### config.mk
export PLATFORM = sky130hd
export DESIGN_NAME = fifo_push_buffer
export DESIGN_NICKNAME = d
export VERILOG_FILES = /design/src/rtl/fifo_push_buffer_pkg.sv /design/src/rtl/fifo_push_buffer_ram.sv /design/src/rtl/fifo_push_buffer.sv
export SDC_FILE = /design/constraint.sdc
export NUM_CORES = 1
export LEC_CHECK = 0
export CORE_MARGIN = 5
export CORE_UTILIZATION = 60
export CTS_BUF_LIST = sky130_fd_sc_hd__clkbuf_8 sky130_fd_sc_hd__clkbuf_16
export DETAILED_ROUTE_END_ITERATION = 10
export PLACE_DENSITY = 0.82
export SETUP_SLACK_MARGIN = 0.02
export SLEW_MARGIN = 20
export SYNTH_ARGS = -nofsm -noshare
export SYNTH_HDL_FRONTEND = slang
export SYNTH_SLANG_ARGS = --single-unit
### constraint.sdc
create_clock -name ACLK -period 6.1 [get_ports ACLK]
set_input_delay 1.22 -clock ACLK [delete_from_list [all_inputs] [get_ports ACLK]]
set_output_delay 1.22 -clock ACLK [all_outputs]
set_load 0.01 [all_outputs]
### src/rtl/fifo_push_buffer_pkg.sv
// Shared defaults and pointer-width helper for the register-write push FIFO.
package fifo_push_buffer_pkg;

  localparam int DATA_W_DEF = 32;
  localparam int DEPTH_DEF  = 16;

  // Pointer carries one extra wrap bit so full and empty are distinguishable.
  function automatic int ptr_w(input int depth);
    return $clog2(depth) + 1;
  endfunction

endpackage

### src/rtl/fifo_push_buffer_ram.sv
// Simple dual-port storage: synchronous write, asynchronous read, no reset.
module fifo_push_buffer_ram #(
  parameter int DATA_W = 32,
  parameter int DEPTH  = 16
) (
  input  logic                     clk,
  input  logic                     we,
  input  logic [$clog2(DEPTH)-1:0] waddr,
  input  logic [DATA_W-1:0]        wdata,
  input  logic [$clog2(DEPTH)-1:0] raddr,
  output logic [DATA_W-1:0]        rdata
);

  logic [DATA_W-1:0] mem [DEPTH];

  always_ff @(posedge clk)
    if (we) mem[waddr] <= wdata;

  assign rdata = mem[raddr];

endmodule

### src/rtl/fifo_push_buffer.sv
// First-word fall-through push FIFO with sticky overflow/underflow flags.
// Optional almost_full/almost_empty outputs under FIFO_PUSH_BUFFER_ALMOST_EN.
module fifo_push_buffer
  import fifo_push_buffer_pkg::*;
#(
  parameter int DATA_W   = DATA_W_DEF,
  parameter int DEPTH    = DEPTH_DEF,
  parameter int AF_LEVEL = DEPTH - 2,
  parameter int AE_LEVEL = 2
) (
  input  logic                      ACLK,
  input  logic                      ARESET,
  input  logic                      wr_valid,
  input  logic [DATA_W-1:0]         wr_data,
  output logic                      wr_ready,
  output logic                      rd_valid,
  output logic [DATA_W-1:0]         rd_data,
  input  logic                      rd_ready,
  output logic [ptr_w(DEPTH)-1:0]   level,
  output logic                      full,
  output logic                      empty,
  output logic                      ovf_sticky,
  output logic                      udf_sticky,
  input  logic                      clr_sticky
`ifdef FIFO_PUSH_BUFFER_ALMOST_EN
  ,
  output logic                      almost_full,
  output logic                      almost_empty
`endif
);

  localparam int PW = ptr_w(DEPTH);
  localparam int AW = PW - 1;

  logic [PW-1:0]     wr_ptr, rd_ptr, wr_ptr_nxt, rd_ptr_nxt;
  logic [DATA_W-1:0] ram_q;
  logic              push, pop, drop, udf_set;

  assign empty    = (wr_ptr == rd_ptr);
  assign full     = (wr_ptr[AW] != rd_ptr[AW]) && (wr_ptr[AW-1:0] == rd_ptr[AW-1:0]);
  assign wr_ready = !full;
  assign rd_valid = !empty;
  assign level    = wr_ptr - rd_ptr;

  // A write while full is still taken when the head is popped on the same edge;
  // only a write that finds no slot is dropped and flagged.
  assign pop     = rd_valid && rd_ready;
  assign push    = wr_valid && (!full || pop);
  assign drop    = wr_valid && full && !pop;
  assign udf_set = rd_ready && !rd_valid;

  assign wr_ptr_nxt = wr_ptr + PW'(push);
  assign rd_ptr_nxt = rd_ptr + PW'(pop);

  always_ff @(posedge ACLK or posedge ARESET) begin
    if (ARESET) begin
      wr_ptr     <= '0;
      rd_ptr     <= '0;
      ovf_sticky <= 1'b0;
      udf_sticky <= 1'b0;
    end else begin
      wr_ptr <= wr_ptr_nxt;
      rd_ptr <= rd_ptr_nxt;
      if (drop)            ovf_sticky <= 1'b1;
      else if (clr_sticky) ovf_sticky <= 1'b0;
      if (udf_set)         udf_sticky <= 1'b1;
      else if (clr_sticky) udf_sticky <= 1'b0;
    end
  end

  fifo_push_buffer_ram #(.DATA_W(DATA_W), .DEPTH(DEPTH)) u_ram (
    .clk   (ACLK),
    .we    (push),
    .waddr (wr_ptr[AW-1:0]),
    .wdata (wr_data),
    .raddr (rd_ptr[AW-1:0]),
    .rdata (ram_q)
  );

  // Stale array contents never reach the port while nothing is stored.
  assign rd_data = empty ? '0 : ram_q;

`ifdef FIFO_PUSH_BUFFER_ALMOST_EN
  logic [PW-1:0] level_nxt;
  assign level_nxt = wr_ptr_nxt - rd_ptr_nxt;

  always_ff @(posedge ACLK or posedge ARESET) begin
    if (ARESET) begin
      almost_full  <= 1'b0;
      almost_empty <= 1'b1;
    end else begin
      almost_full  <= (level_nxt >= PW'(AF_LEVEL));
      almost_empty <= (level_nxt <= PW'(AE_LEVEL));
    end
  end
`endif

endmodule

==> results_dict.tcl <==
set metrics [dict create \
    status "finished clean" \
    yosysTopAreaCell "edfxtp_1" \
    grt_use_total_pct 22.7 \
    grt_pass1_vias 10100 \
    htreeDepth 2 \
    initial_utilization_pct 60.4 \
    post_drt_wl_per_cell_um 28.5 \
    synth_edf_count 512 \
    crit_path_start_kind "register" \
    setup_viol 0 \
    die_h_um 193 \
    die_area_um2 37300 \
    die_w_um 193 \
    cts_resized 0 \
    synth_cell_types 33 \
    fin_util_pct 69.7 \
    overflow 0 \
    drt_wl_total_mm 42.3 \
    cp-end-kind "output pin" \
    ys_ff_latch 524 \
    hpwl_mm 22.5 \
    switchingPower_mw 3.41 \
    drv_cap 0 \
    synth_cells 881 \
    drt_iter0_drc 1060 \
    synth_area_um2 20100 \
    drt_first_pass_iters 5 \
    drcViolationCount 0 \
    drv_slew 0 \
    finalCritPeriodShare_pct 83.9 \
    pin_count 80 \
    cts_max_path_buffers 3 \
    fmax_ghz 0.195 \
    worstPathArrival_ps 3900 \
    max_slew.worst_pin.slew_ps 1180 \
    seqPwrFrac_pct 39.3 \
    netlist_top_cells_area "edfxtp_1 (76%), mux4_2 (14%), mux2i_1 (1.6%)" \
    nets 1042 \
    r2r-start "wr_ptr[2]" \
    postCtsHoldBufs 0 \
    critical_path_class "reg -> out" \
    vias 9602 \
    hold_path.class "reg -> reg" \
    clock_sinks 524 \
    final_antenna_net_count 0 \
    post_cts_buffers 0 \
    rsz0062_at_grt "false" \
    timing.clock.skew_ps 18.4 \
    cp-startpoint "wr_ptr[2]" \
    portBuffers 79 \
    postSynthNetCount 927 \
    rows 67 \
    root_buffer "clkbuf_16" \
    diodes 0 \
    cp.required_ps 4880 \
    core_area_um2 33400 \
    cts_tree "built" \
    min_period_ps 5120 \
    dpl_worst_slack_ps 1550 \
    yosysWarnings 0 \
    grt_pass1_wl_mm 64.0 \
    grt_max_degree 131 \
    power_density_nw_per_um2 490 \
    antenna_found_initial 1 \
    synth_most_common_cell "edfxtp_1" \
    synth_top_area_share_pct 76.3 \
    fin_ws_ps 981 \
    pwr-share-clk_pct 26.4 \
    clk_latency_ps 560 \
    drive_gt1_share_pct 24.7 \
    synthFlopType "edfxtp_1" \
    cts_buffers 49 \
    p_leak_nw 7.52 \
    clk_pin_slew_ps 60 \
    seq_area_frac_synth_pct 77.8 \
    syn_area_per_cell_um2 22.9 \
    max-slew-margin-rel_pct 21.4 \
    syn_to_final_growth_pct 15.4 \
    worstSetupEndpoint "rd_data[0]" \
    peakVddDrop_uv 382 \
    netSwitchingFraction_pct 29.9 \
    combPwrFrac_pct 34.3 \
    yosys-top-cells-count "edfxtp_1 (512), mux4_2 (127), nor3_1 (40)" \
    via_per_inst 6.47 \
    crit_fanout 17 \
    hold_viol 0 \
    gp_congestion 0.812 \
    rr_endpoint "u_ram.mem[5][16]" \
    async_flop_share_pct 2.29 \
    rrSetupSlack_ps 2400 \
    r2r_cells 6 \
    intPower_mw 7.99 \
    timing.setup.tns_ps 0 \
]
## power by group through the flow
stage	sequential, mW	clock [mW]	combinational [mW]
4_1_cts	4.48	3.05	3.94
5_1_grt	4.51	3.22	4.17
3_3_place_gp	4.52	0	3.82
3_5_place_dp	4.55	0	3.89
2_1_floorplan	4.51	0	2.45
6_report	4.48	3.01	3.91
## metrics by stage
| step | area [um^2] | power [mW] | instances | hold slack, ps |
|---|---|---|---|---|
| CTS | 23200 | 11.5 | 1482 | 496 |
| floorplan | 20100 | 6.96 | 881 | 466 |
| global route | 23300 | 11.9 | 1483 | 517 |
| global placement | 21600 | 8.34 | 1392 | 484 |
| finish | 23300 | 11.4 | 1483 | 499 |
| detailed placement | 21600 | 8.44 | 1392 | 487 |
## logic make-up (layout without fill, tap and decap cells)
family	count (synthesis)	after routing	share of synthesized area (%)
DFF	524	524	77.8
muxes	160	160	15.8
and+or+nand+nor	72	72	1.85
buffers and inverters	66	220	1.63
AOI/OAI and AO/OA	40	40	1.83
xor gates and xnor gates	10	10	0.435
adders and majority gates	9	9	0.596
## cells in the final DEF (no fill, tap or decap), types with 6 or more instances in the layout
master           instances
mux4_2                 127
xnor2_1                  8
clkbuf_16               49
nor4_2                   6
buf_4                   33
dfrtp_1                  9
nand2_1                 10
clkdlybuf4s50_1         79
clkinv_1                 9
nor3_1                  30
nor3_2                   8
a221o_1                 31
nand3_1                  6
inv_1                   26
bufinv_16                6
mux2i_1                 32
ha_1                     8
edfxtp_1               512
clkinv_2                 6
## worst min path at each step
stage,cells after the start,start,to
finish,1,wr_ptr[4],wr_ptr[4]
floorplan,1,wr_ptr[4],wr_ptr[4]
detailed placement,1,wr_ptr[4],wr_ptr[4]
CTS,1,rd_ptr[4],rd_ptr[4]
global placement,1,rd_ptr[4],rd_ptr[4]
global route,1,rd_ptr[4],rd_ptr[4]
## cell type report
type	count	area, um^2
tap	448	561
sequential	524	15700
clock inverter	39	350
multi-input combinational	291	4260
fill	1951	10100
timing repair buffer	114	1090
clock buffer	51	1250
inverter	16	60.1
## flip-flops by register name (all words and copies together) (netlist names)
signal,flops
wr_ptr,5
rd_ptr,5
u_ram.mem,512
udf_sticky,1
ovf_sticky,1
## worst max-delay path, stage by stage (launching register included)
cell and delay (ps):
dfrtp_1 560, ha_1 360, and4_1 240, nand2_1 150
inv_2 80, nor3_4 720, buf_4 400, a221o_1 250
clkdlybuf4s50_1 550
## layer usage
| layer | wire length [um] | vias to the layer above | global-route usage (%) |
|---|---|---|---|
| li1 | - | 3981 | - |
| met1 | 16200 | 5063 | 30.8 |
| met2 | 22200 | 479 | 39.2 |
| met3 | 2930 | 77 | 3.83 |
| met4 | 1020 | 2 | 6.01 |
| met5 | 20 | - | 0 |
(Power assumes the default switching activity.)
